--- src/rtl/spi_master_shifter_pkg.sv ---
// Shared SPI master definitions: FSM state encodings, pad idle levels and a
// helper that picks the wire-order head bit of a parallel word.
package spi_master_shifter_pkg;

    typedef enum logic [2:0] {
        ST_IDLE  = 3'd0,
        ST_SETUP = 3'd1,
        ST_HIGH  = 3'd2,
        ST_LOW   = 3'd3,
        ST_HOLD  = 3'd4
    } spi_state_e;

    localparam logic SPI_IDLE_CS_N = 1'b1;
    localparam logic SPI_IDLE_SCLK = 1'b0;

    function automatic logic head_bit(input logic [31:0] word,
                                      input int unsigned width,
                                      input logic        msb_first);
        logic [4:0] idx;
        idx = 5'(width - 32'd1);
        return msb_first ? word[idx] : word[0];
    endfunction

endpackage

--- src/rtl/spi_master_shifter_shift_reg.sv ---
// Parallel-load shift register for one SPI direction; the head bit (the one on
// the wire) is bit WIDTH-1 when MSB_FIRST, otherwise bit 0.
module spi_shift_reg #(
    parameter int unsigned WIDTH     = 8,
    parameter int unsigned MSB_FIRST = 1
) (
    input  logic             CLK,
    input  logic             CLR,
    input  logic             load_i,
    input  logic [WIDTH-1:0] load_data_i,
    input  logic             shift_i,
    input  logic             ser_i,
    output logic [WIDTH-1:0] par_o
);

    logic [WIDTH-1:0] sr_q;
    logic [WIDTH-1:0] sr_d;

    always_comb begin
        sr_d = sr_q;
        if (load_i) begin
            sr_d = load_data_i;
        end else if (shift_i) begin
            if (MSB_FIRST != 0) begin
                sr_d = {sr_q[WIDTH-2:0], ser_i};
            end else begin
                sr_d = {ser_i, sr_q[WIDTH-1:1]};
            end
        end
    end

    always_ff @(posedge CLK or posedge CLR) begin
        if (CLR) begin
            sr_q <= '0;
        end else begin
            sr_q <= sr_d;
        end
    end

    assign par_o = sr_q;

endmodule

--- src/rtl/spi_master_shifter.sv ---
// SPI mode-0 master: one full-duplex transaction per accepted start, with all
// pad outputs and status driven from registers.
module spi_master_shifter
    import spi_master_shifter_pkg::*;
#(
    parameter int unsigned WIDTH     = 8,
    parameter int unsigned CLK_DIV   = 4,
    parameter int unsigned MSB_FIRST = 1
) (
    input  logic             CLK,
    input  logic             CLR,
    input  logic             start,
    input  logic [WIDTH-1:0] tx_data,
    output logic             busy,
    output logic             done,
    output logic [WIDTH-1:0] rx_data,
    output logic             SCLK,
    output logic             MOSI,
    input  logic             MISO,
    output logic             CS_N
);

    localparam int unsigned   CW        = $clog2(CLK_DIV);
    localparam int unsigned   BW        = $clog2(WIDTH + 1);
    localparam logic [CW-1:0] HALF_LAST = CW'(CLK_DIV - 1);
    localparam logic [BW-1:0] BITS_ALL  = BW'(WIDTH);

    spi_state_e       state_q;
    logic [CW-1:0]    half_q;
    logic [BW-1:0]    bits_q;
    logic             tail_q;
    logic             sclk_q;
    logic             cs_n_q;
    logic             busy_q;
    logic             done_q;
    logic [WIDTH-1:0] rx_data_q;

    logic             half_end;
    logic             tx_load;
    logic [WIDTH-1:0] tx_word;
    logic             tx_shift;
    logic             rx_shift;
    logic [WIDTH-1:0] tx_par;
    logic [WIDTH-1:0] rx_par;

    assign half_end = (half_q == HALF_LAST);

    // Shift strobes fire on the same edge as the matching SCLK transition.
    always_comb begin
        tx_load  = 1'b0;
        tx_word  = '0;
        tx_shift = 1'b0;
        rx_shift = 1'b0;
        case (state_q)
            ST_IDLE: begin
                tx_load = start;
                tx_word = tx_data;
            end
            ST_SETUP, ST_LOW: rx_shift = half_end;
            ST_HIGH:          tx_shift = half_end && (bits_q != BITS_ALL);
            ST_HOLD:          tx_load  = half_end && tail_q;
            default: ;
        endcase
    end

    spi_shift_reg #(.WIDTH(WIDTH), .MSB_FIRST(MSB_FIRST)) u_tx_sr (
        .CLK         (CLK),
        .CLR         (CLR),
        .load_i      (tx_load),
        .load_data_i (tx_word),
        .shift_i     (tx_shift),
        .ser_i       (1'b0),
        .par_o       (tx_par)
    );

    spi_shift_reg #(.WIDTH(WIDTH), .MSB_FIRST(MSB_FIRST)) u_rx_sr (
        .CLK         (CLK),
        .CLR         (CLR),
        .load_i      (1'b0),
        .load_data_i ('0),
        .shift_i     (rx_shift),
        .ser_i       (MISO),
        .par_o       (rx_par)
    );

    always_ff @(posedge CLK or posedge CLR) begin
        if (CLR) begin
            state_q   <= ST_IDLE;
            half_q    <= '0;
            bits_q    <= '0;
            tail_q    <= 1'b0;
            sclk_q    <= SPI_IDLE_SCLK;
            cs_n_q    <= SPI_IDLE_CS_N;
            busy_q    <= 1'b0;
            done_q    <= 1'b0;
            rx_data_q <= '0;
        end else begin
            done_q <= 1'b0;
            if (state_q != ST_IDLE) begin
                half_q <= half_end ? '0 : half_q + 1'b1;
            end
            case (state_q)
                ST_IDLE: if (start) begin
                    state_q <= ST_SETUP;
                    cs_n_q  <= ~SPI_IDLE_CS_N;
                    busy_q  <= 1'b1;
                    bits_q  <= '0;
                    tail_q  <= 1'b0;
                    half_q  <= '0;
                end
                ST_SETUP, ST_LOW: if (half_end) begin
                    sclk_q  <= ~SPI_IDLE_SCLK;
                    bits_q  <= bits_q + 1'b1;
                    state_q <= ST_HIGH;
                end
                ST_HIGH: if (half_end) begin
                    sclk_q  <= SPI_IDLE_SCLK;
                    state_q <= (bits_q == BITS_ALL) ? ST_HOLD : ST_LOW;
                end
                // HOLD spans two half-periods so CS_N rises a full SCLK period after the last fall.
                ST_HOLD: if (half_end) begin
                    if (!tail_q) begin
                        tail_q <= 1'b1;
                    end else begin
                        cs_n_q    <= SPI_IDLE_CS_N;
                        busy_q    <= 1'b0;
                        done_q    <= 1'b1;
                        rx_data_q <= rx_par;
                        state_q   <= ST_IDLE;
                    end
                end
                default: state_q <= ST_IDLE;
            endcase
        end
    end

    assign busy    = busy_q;
    assign done    = done_q;
    assign rx_data = rx_data_q;
    assign SCLK    = sclk_q;
    assign CS_N    = cs_n_q;
    assign MOSI    = head_bit(32'(tx_par), WIDTH, MSB_FIRST != 0);

endmodule

--- config.mk ---
export PLATFORM = sky130hd
export DESIGN_NAME = spi_master_shifter
export DESIGN_NICKNAME = d
export VERILOG_FILES = /design/src/rtl/spi_master_shifter_pkg.sv /design/src/rtl/spi_master_shifter_shift_reg.sv /design/src/rtl/spi_master_shifter.sv
export SDC_FILE = /design/constraint.sdc
export NUM_CORES = 1
export LEC_CHECK = 0
export BUFFER_PORTS_ARGS = -buffer_cell sky130_fd_sc_hd__buf_2
export CAP_MARGIN = 40
export CORE_MARGIN = 4
export CORE_UTILIZATION = 55
export DETAILED_ROUTE_END_ITERATION = 10
export PLACE_DENSITY = 0.87
export SLEW_MARGIN = 15
export SYNTH_ARGS = -nofsm -noshare
export SYNTH_HDL_FRONTEND = slang
export SYNTH_SLANG_ARGS = --single-unit
export TNS_END_PERCENT = 1
--- constraint.sdc ---
create_clock -name CLK -period 1.8 [get_ports CLK]
set_input_delay 0.09 -clock CLK [delete_from_list [all_inputs] [get_ports CLK]]
set_output_delay 0.09 -clock CLK [all_outputs]
set_load 0.02 [all_outputs]
==> results of run 1 <==
power groups by stage:
stage	logic [mW]	clock network, mW	registers (mW)
after detailed placement	0.932	0	1.39
after global placement	0.876	0	1.37
final	0.945	0.756	1.38
after floorplan	0.727	0	1.34
after CTS	0.945	0.767	1.37
after global routing	1.07	0.814	1.41
final timing paths:
kind	start	cells after the start	to	slack, ps
hold reg to reg	u_rx_sr.par_o[7]$_DFFE_PP0P_	2	u_rx_sr.par_o[7]$_DFFE_PP0P_	480
setup / recovery	bits_q[0]$_DFFE_PP0P_	7	u_tx_sr.par_o[3]$_DFFE_PP0P_	80
hold / removal	tx_data[7]	3	u_tx_sr.par_o[7]$_DFFE_PP0P_	30
min in group asynchronous	CLR	4	u_tx_sr.par_o[0]$_DFFE_PP0P_	390
max in group asynchronous	CLR	4	CS_N$_DFFE_PP1P_	1050
setup reg to reg	bits_q[0]$_DFFE_PP0P_	7	u_tx_sr.par_o[3]$_DFFE_PP0P_	80
sequential cells by signal, indices dropped and copies added, names as in the netlist:
name / flops
busy: 1
tail_q: 1
u_tx_sr.par_o: 8
bits_q: 4
SCLK: 1
done: 1
CS_N: 1
u_rx_sr.par_o: 8
state_q: 3
half_q: 2
rx_data: 8
tightest hold or removal path: cells and delay by family:
family	cells	cell delay, ps
AOI/OAI and AO/OA	2	190
buffers and inverters	1	80
Yosys cell counts, types with 2 or more instances:
master,number,area (um^2)
buf_6,3,33.78
nor4b_4,2,47.55
a21o_2,5,43.79
buf_4,3,22.52
o2bb2ai_1,2,17.52
mux2_4,2,30.03
nand2_1,29,108.9
a31oi_1,2,12.51
xor2_1,2,17.52
ha_1,3,37.54
a21oi_1,2,10.01
nor2b_1,2,12.51
a22o_2,6,60.06
nor2_1,11,41.29
dfrtp_1,37,925.9
and3b_1,2,17.52
mux2_2,8,90.09
inv_1,6,22.52
o21ai_0,2,10.01
nand3_1,2,10.01
per-stage QoR:
| step | hold slack, ps | utilization (%) | total power, mW |
|---|---|---|---|
| after floorplan | 195.4 | - | 2.064 |
| after global routing | 23.00 | 68.50 | 3.288 |
| after CTS | 23.96 | 68.33 | 3.083 |
| final | 31.99 | 68.50 | 3.081 |
| after global placement | 208.3 | 63.66 | 2.242 |
| after detailed placement | 222.3 | 63.66 | 2.320 |
area by class of cell:
class	count	share of cell area [%]
repair buffers	36	10.50
inverters	6	1.068
multi-input cells	101	35.37
clock inverters	2	2.849
well taps	44	2.611
clock buffers	6	2.433
flip-flops and latches	38	45.16
logic make-up after synthesis:
| logic type | count (synthesis) |
|---|---|
| AOI/OAI and AO/OA | 29 |
| xor gates and xnor gates | 2 |
| adders and majority gates | 3 |
| buffers and inverters | 13 |
| DFF | 38 |
| muxes | 10 |
| and+or+nand+nor | 57 |
metal layers:
metal  global-route usage (%)  up-vias  share of wire, %
met1                    24.63      620                44
met5                        0        -                 0
met4                    6.332        0               1.9
met3                    6.586        9               5.0
met2                    28.99       37                49
li1                         -      598                 -
timing repair:
item	CTS	global route
hold endpoints to repair	39	0
gates resized for setup	1	2
buffers inserted	0	0
hold buffers	3	0
endpoints found under the setup margin	2	10
pin swaps	0	0
==> summary.txt, run 1 <==
Run
  – Max-cap viol count: 0

Finish
  – Commonest cells after routing, fill and taps aside: dfrtp_1, nand2_1, buf_2, nor2_1
  – Area growth from synthesis to layout: 18.58%
  – Inserted Diodes: 0
  – Layout Cells excl Fill: 233
  – Commonest non-fill, non-tap cell in the layout: dfrtp_1
  – Fillers: 231
  – FF/Latch Area: 952.2 um^2
  – Layout cells sized above 1: 39.15%
  – Design Area, Final: 0.002108 mm^2
  – Area of the multi-input gates: 745.7 um^2
  – Net count of the finished layout: 203

Power and ir drop
  – Leak: 1.087 nW
  – P per Cell Area: 1461 mW/mm^2
  – Max VDD drop: 0.6728 mV
  – Cell Int Power: 2.060 mW
  – Reg power frac: 44.8%
  – Clock power share: 24.5%
  – Sw Share: 33.15%
  – Combinational power share: 30.7%
  – Switch Pwr: 1.021 mW

Logic synthesis
  – Async SR Flop Fraction: 100.0%
  – Post-synth EDFFs: 0
  – Count of cell types in the netlist: 41
  – Multiplexer share of the synthesized area: 6.756%
  – Primary FF master, synth: dfrtp_1
  – Adder-cell share of the synthesized area: 2.111%
  – Post-synthesis compound-gate area fraction: 13.79%
  – Syn nets: 167
  – Post-Syn Instances: 152
  – Avg Cell Area, Syn: 11.70 um^2
  – Synth Area in XOR/XNOR: 0.9852%
  – Yosys warning total: 0
  – Largest family of logic cells by synthesized area: simple AND/OR/NAND/NOR gates
  – Post-synthesis cell area: 0.001778 mm^2
  – Post-synthesis sequential area ratio: 53.55%
  – Post-Synth Simple-Gate Area: 18.09%
  – #FFs+latches synth: 38

Clock network
  – CTS Buf Count: 5
  – Clock-pin slew on the worst setup and hold paths: 120 ps
  – Clk_lat worst skew: 350 ps
  – Clk root buf: clkbuf_4
  – H-tree depth: 2
  – Deepest clock path buffer count: 2
  – CTS tree: done
  – Sinks on Clock Net: 38

Worst hold path
  – Min-delay worst type: in2reg

STA
  – Setup_tns: 0 ps
  – RSZ-0062 raised after global routing: true
  – Rel. slew slack: 67.84%
  – Final hold violation count: 0
  – Max Fclk: 581.3 MHz
  – Fin Clk Skew: 8.488 ps
  – Final min period: 1720 ps
  – Slew Viols, Final: 0
  – Setup violations, final: 0
  – Least-Margin Pin Slew: 482.4 ps
  – Final period util: 95.57%
  – Final setup margin: 79.80 ps

Worst setup path
  – Delay-heaviest family, CP: compound AO/OA/AOI/OAI gates
  – Nature of the critical path startpoint: flop
  – Buf+Inv Stages, Crit Path: 2
  – Max stage delay cell, worst path: dfrtp_1
  – Critical path type: reg2reg
  – Cells along the critical path: inv_1 -> ha_1 -> and3b_2 -> nor4_4 -> buf_4 -> a22o_2 -> a21o_2
  – Worst Setup End Kind: flop
  – Worst-path maximum fanout: 5
  – Max incr delay on CP: 430 ps
  – Arrival time worst endpoint: 1960 ps
  – CP required: 2040 ps

Routing
  – Total iterations of the first detailed-routing run: 4
  – Initial DRC count: 91
  – Per-cell routed wire length: 14.98 um
  – Post-DRT Antenna Nets: 0
  – DR vias: 1264
  – DR vias/cell: 5.425
  – Post-route DRC: 0
  – Drt total wl: 3490 um

Placement
  – Pre-CTS setup slack: 33.68 ps
  – Placed Area: 0.001959 mm^2
  – Placed wire-length estimate: 2419 um
  – Port Buffers: 24
  – Cells after DPL: 222
  – Global placement routability congestion: 0.8855

Floorplan
  – FP Rows: 20
  – Die X: 64.86 um
  – Area of the core: 0.003078 mm^2
  – Ports placed on the boundary: 25
  – Die area: 0.004206 mm^2
  – Die Height: 64.86 um
  – Starting Density: 57.76%

Global routing
  – Largest net degree at the start of global routing: 39
  – Antenna violations before repair: 0
  – Vias in the first global route: 1271
  – First-pass GRT wire length: 6051 um
  – Gr usage total: 18.81%
  – Gr ovfl total: 0

Status
  – Outcome: completed
(Power assumes the default switching activity.)
==> inputs of run 2 (changes only) <==
--- a/config.mk
+++ b/config.mk
@@ -10,6 +10,7 @@
 export CORE_MARGIN = 4
 export CORE_UTILIZATION = 55
 export DETAILED_ROUTE_END_ITERATION = 10
+export MAX_ROUTING_LAYER = met4
 export PLACE_DENSITY = 0.87
 export SLEW_MARGIN = 15
 export SYNTH_ARGS = -nofsm -noshare
==> run 2 against run 1 <==
Effect of this change: clock-buffer cell count stayed put; die area is the same; sequential share of layout area rose by 0.79 points; clock skew rose by 8.3 ps; power decreased by 6.0%; critical path type unchanged; highest routed layer unchanged.
==> summary.txt, run 2 (same netlist as run 1, synthesis figures left out) <==
Finish
  – Layout Cells excl Fill: 233 (unchanged)
  – Fillers: 253 (was 231)
  – Area growth from synthesis to layout: 16.54% (was 18.58%)
  – Layout cells sized above 1: 38.62% (was 39.15%)
  – Util after Layout: 67.32% (was 68.50%)
  – Area of the multi-input gates: 745.7 um^2 (unchanged)
  – Inserted Diodes: 0 (unchanged)
  – Net count of the finished layout: 203 (unchanged)
  – Commonest cells after routing, fill and taps aside: dfrtp_1, nand2_1, buf_2, nor2_1, buf_4 (was dfrtp_1, nand2_1, buf_2, nor2_1)
  – Commonest non-fill, non-tap cell in the layout: dfrtp_1 (unchanged)
  – FF/Latch Area: 952.2 um^2 (unchanged)

Worst setup path
  – Arrival time worst endpoint: 1970 ps (was 1960 ps)
  – CP required: 2050 ps (was 2040 ps)
  – FF-to-FF path depth: 7 (unchanged)
  – Nature of the critical path startpoint: flop (unchanged)
  – Critical path type: reg2reg (unchanged)
  – FF-to-FF End: u_tx_sr.par_o[5]$_DFFE_PP0P_ (was u_tx_sr.par_o[3]$_DFFE_PP0P_)
  – Worst Setup SP: bits_q[0]$_DFFE_PP0P_ (unchanged)
  – Worst r2r src: bits_q[0]$_DFFE_PP0P_ (unchanged)
  – Max stage delay cell, worst path: dfrtp_1 (unchanged)
  – Worst Setup End Kind: flop (unchanged)
  – Cells along the critical path: inv_1 -> ha_1 -> and3b_2 -> nor4_4 -> buf_4 -> a22o_2 -> a21o_2 (unchanged)
  – Reg-to-reg slack, setup: 80 ps (about the same)
  – Max incr delay on CP: 440 ps (was 430 ps)
  – Worst-path maximum fanout: 5 (unchanged)

STA
  – Slew Viols, Final: 0 (unchanged)
  – Final hold violation count: 0 (unchanged)
  – Rel. slew slack: 68.38% (was 67.84%)
  – Max Fclk: 581.9 MHz (was 581.3 MHz)
  – Hold slack: 32.04 ps (was 31.99 ps)
  – Setup violations, final: 0 (unchanged)
  – Least-Margin Pin Slew: 474.3 ps (was 482.4 ps)
  – Setup_tns: 0 ps (unchanged)
  – Final period util: 95.47% (was 95.57%)
  – Fin Clk Skew: 16.77 ps (was 8.488 ps)
  – Final min period: 1719 ps (was 1720 ps)

Clock network
  – Clock-pin slew on the worst setup and hold paths: 120 ps (about the same)
  – Clk_lat worst skew: 340 ps (was 350 ps)
  – CTS Buf Count: 5 (unchanged)
  – Sinks on Clock Net: 38 (unchanged)
  – CTS tree: done (unchanged)
  – H-tree depth: 2 (unchanged)
  – Post-CTS Setup Bufs: 0 (unchanged)
  – Clk root buf: clkbuf_4 (unchanged)
  – Deepest clock path buffer count: 2 (unchanged)

Routing
  – Per-cell routed wire length: 14.71 um (was 14.98 um)
  – Drt total wl: 3427 um (was 3490 um)
  – Post-route DRC: 0 (unchanged)
  – Post-DRT Antenna Nets: 0 (unchanged)
  – Total iterations of the first detailed-routing run: 4 (unchanged)
  – DR vias/cell: 5.313 (was 5.425)
  – Initial DRC count: 86 (was 91)
  – DR vias: 1238 (was 1264)

Floorplan
  – Die Height: 64.86 um (unchanged)
  – FP Rows: 20 (unchanged)
  – Ports placed on the boundary: 25 (unchanged)
  – Die area: 0.004206 mm^2 (unchanged)
  – Die X: 64.86 um (unchanged)
  – Starting Density: 57.76% (unchanged)
  – Area of the core: 0.003078 mm^2 (unchanged)

Power and ir drop
  – Switch Pwr: 1.014 mW (was 1.021 mW)
  – Cell Int Power: 1.883 mW (was 2.060 mW)
  – Reg power frac: 47.6% (was 44.8%)
  – Sw Share: 35.01% (was 33.15%)
  – Clock power share: 19.8% (was 24.5%)
  – P per Cell Area: 1398 mW/mm^2 (was 1461 mW/mm^2)
  – Leak: 1.067 nW (was 1.087 nW)
  – Max VDD drop: 0.8130 mV (was 0.6728 mV)
  – Combinational power share: 32.6% (was 30.7%)

Global routing
  – Vias in the first global route: 1316 (was 1271)
  – Antenna violations before repair: 0 (unchanged)
  – Gr ovfl total: 0 (unchanged)
  – Largest net degree at the start of global routing: 39 (unchanged)
  – First-pass GRT wire length: 6009 um (was 6051 um)
  – Gr usage total: 19.02% (was 18.81%)

Placement
  – Port Buffers: 24 (unchanged)
  – Cells after DPL: 222 (unchanged)
  – Placed wire-length estimate: 2423 um (was 2419 um)
  – Global placement routability congestion: 0.8825 (was 0.8855)

Run
  – Max-cap viol count: 0 (unchanged)

Status
  – Outcome: completed (unchanged)

Worst hold path
  – Min-delay worst type: in2reg (unchanged)
  – Hold Crit Depth: 3 (unchanged)
  – End of the worst hold path: u_tx_sr.par_o[7]$_DFFE_PP0P_ (unchanged)
  – Worst Min Path Start: tx_data[7] (unchanged)
-- run 2: how the worst max path moves through the flow --
stage                     depth (start not counted)                           end  slack, ps
final                                             7  u_tx_sr.par_o[5]$_DFFE_PP0P_         80
after floorplan                                   6  u_tx_sr.par_o[2]$_DFFE_PP0P_        170
after global routing                              7  u_tx_sr.par_o[1]$_DFFE_PP0P_         -2
after global placement                            5        rx_data[1]$_DFFE_PP0P_        110
after CTS                                         5        rx_data[5]$_DFFE_PP0P_         40
after detailed placement                          5        rx_data[5]$_DFFE_PP0P_         50
-- run 2: layout make-up --
cell class	count	area share, %
sequential	38	45.95
clock buffer	6	1.993
multi-input combinational	101	35.99
clock inverter	2	1.812
timing repair buffer	36	10.51
inverter	6	1.087
tap	44	2.657
-- run 2: repair_timing --
item,in CTS,in global routing
hold buffers,3,0
hold endpoints to repair,39,0
gates resized for setup,0,2
setup endpoints to repair,0,14
-- run 2: through the flow --
step / setup slack, ps / area [um^2] / total power, mW
final: 81.47 / 2072 / 2.898
after global routing: -2.052 / 2072 / 3.117
after CTS: 35.96 / 2068 / 2.903
after detailed placement: 46.78 / 1959 / 2.328
after global placement: 109.3 / 1959 / 2.242
after floorplan: 166.9 / 1778 / 2.064
-- run 2: critical path: cells and delay by family (launching register included) --
kind / cells / cell delay (ps)
and+or+nand+nor: 2 / 320
DFF: 1 / 440
AOI/OAI and AO/OA: 2 / 430
buffers and inverters: 2 / 270
adders and majority gates: 1 / 180
-- run 2: power by group through the flow --
| stage | combinational, mW | sequential, mW | clock, mW |
|---|---|---|---|
| 2_1_floorplan | 0.727 | 1.34 | 0 |
| 3_5_place_dp | 0.933 | 1.40 | 0 |
| 4_1_cts | 0.944 | 1.38 | 0.581 |
| 6_report | 0.944 | 1.38 | 0.574 |
| 3_3_place_gp | 0.877 | 1.37 | 0 |
| 5_1_grt | 1.07 | 1.42 | 0.624 |
-- run 2: routing by layer --
metal,vias up,share of wire [%],GRT usage (%)
met1,606,43,23.64
met5,-,0,-
met4,0,1.5,6.596
met3,8,3.6,4.333
met2,27,52,30.65
li1,597,-,-
==> inputs of run 3 (changes only) <==
--- a/config.mk
+++ b/config.mk
@@ -12,6 +12,7 @@
 export DETAILED_ROUTE_END_ITERATION = 10
 export MAX_ROUTING_LAYER = met4
 export PLACE_DENSITY = 0.87
+export REMOVE_ABC_BUFFERS = 1
 export SLEW_MARGIN = 15
 export SYNTH_ARGS = -nofsm -noshare
 export SYNTH_HDL_FRONTEND = slang
==> run 3 against run 2 <==
Effect of this change: sequential cell count unchanged; sequential share of layout area is 0.11 points lower; hold slack better by 36 ps; via count is 2.0% higher; non-clock buffer count unchanged; combinational power up 1%; routed wire length is 2.5% higher; critical endpoint is now u_tx_sr.par_o[2]$_DFFE_PP0P_.
==> summary.txt, run 3 (same netlist as run 1, synthesis figures left out) <==
STA
  – Least-Margin Pin Slew: 497.3 ps (was 474.3 ps)
  – Fin Clk Skew: 8.240 ps (was 16.77 ps)
  – Final hold violation count: 0 (unchanged)
  – Max Fclk: 584.8 MHz (was 581.9 MHz)
  – Final period util: 95.01% (was 95.47%)
  – Setup violations, final: 0 (unchanged)
  – Slew Viols, Final: 0 (unchanged)
  – Rel. slew slack: 66.85% (was 68.38%)
  – Final min period: 1710 ps (was 1719 ps)

Worst setup path
  – Worst Setup End Kind: flop (unchanged)
  – Nature of the critical path startpoint: flop (unchanged)
  – FF-to-FF path depth: 6 (was 7)
  – Cells along the critical path: ha_2 -> buf_4 -> nand2_4 -> nor4_4 -> nor2_4 -> mux2_4 (was inv_1 -> ha_1 -> and3b_2 -> nor4_4 -> buf_4 -> a22o_2 -> a21o_2)
  – Worst r2r src: half_q[0]$_DFF_PP0_ (was bits_q[0]$_DFFE_PP0P_)
  – Delay-heaviest family, CP: simple AND/OR/NAND/NOR gates (was flip-flops)
  – FF-to-FF End: u_tx_sr.par_o[2]$_DFFE_PP0P_ (was u_tx_sr.par_o[5]$_DFFE_PP0P_)
  – Worst-path maximum fanout: 8 (was 5)
  – Reg-to-reg slack, setup: 90 ps (was 80 ps)
  – Arrival time worst endpoint: 1930 ps (was 1970 ps)
  – Buf+Inv Stages, Crit Path: 1 (was 2)
  – CP required: 2020 ps (was 2050 ps)
  – Critical path type: reg2reg (unchanged)
  – Max incr delay on CP: 390 ps (was 440 ps)
  – Max stage delay cell, worst path: dfrtp_1 (unchanged)

Run
  – Max-cap viol count: 0 (unchanged)

Clock network
  – Sinks on Clock Net: 38 (unchanged)
  – Clk root buf: clkbuf_4 (unchanged)
  – CTS tree: done (unchanged)
  – Clock-pin slew on the worst setup and hold paths: 100 ps (was 120 ps)
  – Deepest clock path buffer count: 2 (unchanged)
  – CTS Buf Count: 5 (unchanged)
  – Post-CTS Setup Bufs: 0 (unchanged)
  – Clk_lat worst skew: 330 ps (was 340 ps)
  – H-tree depth: 2 (unchanged)

Finish
  – Commonest non-fill, non-tap cell in the layout: dfrtp_1 (unchanged)
  – Inserted Diodes: 0 (unchanged)
  – Net count of the finished layout: 203 (unchanged)
  – Fillers: 244 (was 253)
  – Commonest cells after routing, fill and taps aside: dfrtp_1, nand2_1, buf_2, nor2_1 (was dfrtp_1, nand2_1, buf_2, nor2_1, buf_4)
  – Area growth from synthesis to layout: 16.82% (was 16.54%)
  – Layout cells sized above 1: 38.30% (was 38.62%)
  – Util after Layout: 67.48% (was 67.32%)

Routing
  – Post-DRT Antenna Nets: 0 (unchanged)
  – Total iterations of the first detailed-routing run: 4 (unchanged)
  – Drt total wl: 3514 um (was 3427 um)
  – Initial DRC count: 57 (was 86)
  – Per-cell routed wire length: 15.15 um (was 14.71 um)
  – Post-route DRC: 0 (unchanged)
  – DR vias: 1263 (was 1238)
  – DR vias/cell: 5.444 (was 5.313)

Power and ir drop
  – Max VDD drop: 0.6643 mV (was 0.8130 mV)
  – Tot Pwr: 2.908 mW (was 2.898 mW)
  – Leak: 1.074 nW (was 1.067 nW)
  – P per Cell Area: 1400 mW/mm^2 (was 1398 mW/mm^2)

Worst hold path
  – Hold Crit Depth: 3 (unchanged)
  – Worst Min Path Start: tx_data[7] (unchanged)
  – End of the worst hold path: u_tx_sr.par_o[7]$_DFFE_PP0P_ (unchanged)
  – Min-delay worst type: in2reg (unchanged)

Status
  – Outcome: completed (unchanged)

Placement
  – Placed wire-length estimate: 2566 um (was 2423 um)
  – Global placement routability congestion: 0.7933 (was 0.8825)
  – Port Buffers: 24 (unchanged)

Floorplan
  – Die Height: 64.86 um (unchanged)
  – Area of the core: 0.003078 mm^2 (unchanged)
  – Starting Density: 57.76% (unchanged)
  – Die area: 0.004206 mm^2 (unchanged)
  – FP Rows: 20 (unchanged)
  – Die X: 64.86 um (unchanged)
  – Ports placed on the boundary: 25 (unchanged)

Global routing
  – Largest net degree at the start of global routing: 39 (unchanged)
  – Gr usage total: 19.01% (was 19.02%)
  – Gr ovfl total: 0 (unchanged)
  – First-pass GRT wire length: 6037 um (was 6009 um)
  – Antenna violations before repair: 0 (unchanged)
  – Vias in the first global route: 1355 (was 1316)
## run 3: layout make-up
type / count / area [um^2] / area share, %
inverters: 6 / 22.52 / 1.084
clock inverters: 1 / 30.03 / 1.446
clock buffers: 6 / 51.30 / 2.470
well taps: 44 / 55.05 / 2.651
multi-input cells: 101 / 744.5 / 35.84
repair buffers: 36 / 221.5 / 10.66
flip-flops and latches: 38 / 952.2 / 45.84
## run 3: worst reg2reg max path, cell delays in order, from the launching register on
cell and delay (ps):
dfrtp_1 390, ha_2 240, buf_4 170, nand2_4 70, nor4_4 310, nor2_4 110, mux2_4 310
## run 3: worst max path at each step
stage | depth (start not counted) | start | to | slack (ps)
6_report | 6 | half_q[0]$_DFF_PP0_ | u_tx_sr.par_o[2]$_DFFE_PP0P_ | 90
5_1_grt | 6 | half_q[0]$_DFF_PP0_ | u_tx_sr.par_o[2]$_DFFE_PP0P_ | -7
4_1_cts | 5 | half_q[0]$_DFF_PP0_ | rx_data[6]$_DFFE_PP0P_ | 20
3_5_place_dp | 5 | half_q[0]$_DFF_PP0_ | rx_data[6]$_DFFE_PP0P_ | 50
3_3_place_gp | 5 | half_q[0]$_DFF_PP0_ | rx_data[0]$_DFFE_PP0P_ | 130
2_1_floorplan | 4 | half_q[0]$_DFF_PP0_ | rx_data[0]$_DFFE_PP0P_ | -6
## run 3: what timing repair did
item | in CTS | in global routing
resized for setup | 0 | 2
endpoints found under the setup margin | 0 | 13
hold endpoints to repair | 39 | 0
hold buffers | 3 | 0
## run 3: per-layer routing
layer,vias to the layer above,part of all wire (%),GRT usage (%)
li1,597,-,-
met1,629,42,22.01
met2,33,54,32.95
met3,4,3.8,4.333
met4,0,0.71,5.541
met5,-,0,-
## run 3: through the flow
step | hold slack [ps] | setup TNS [ps] | instance area, um^2 | setup WS, ps | instances
after floorplan | 195.4 | -51.99 | 1717 | -6.499 | 145
after global placement | 209.8 | 0 | 1959 | 127.1 | 222
after global routing | 53.19 | -7.448 | 2077 | -7.448 | 232
after CTS | 50.85 | 0 | 2071 | 21.09 | 232
final | 67.98 | 0 | 2077 | 89.90 | 232
after detailed placement | 226.9 | 0 | 1959 | 52.97 | 222
## run 3: report_power, final
part	switching (mW)	total (mW)	internal, mW
registers	0.244	1.37	1.13
logic	0.496	0.957	0.460
clock network	0.257	0.580	0.323
total	0.997	2.91	1.91
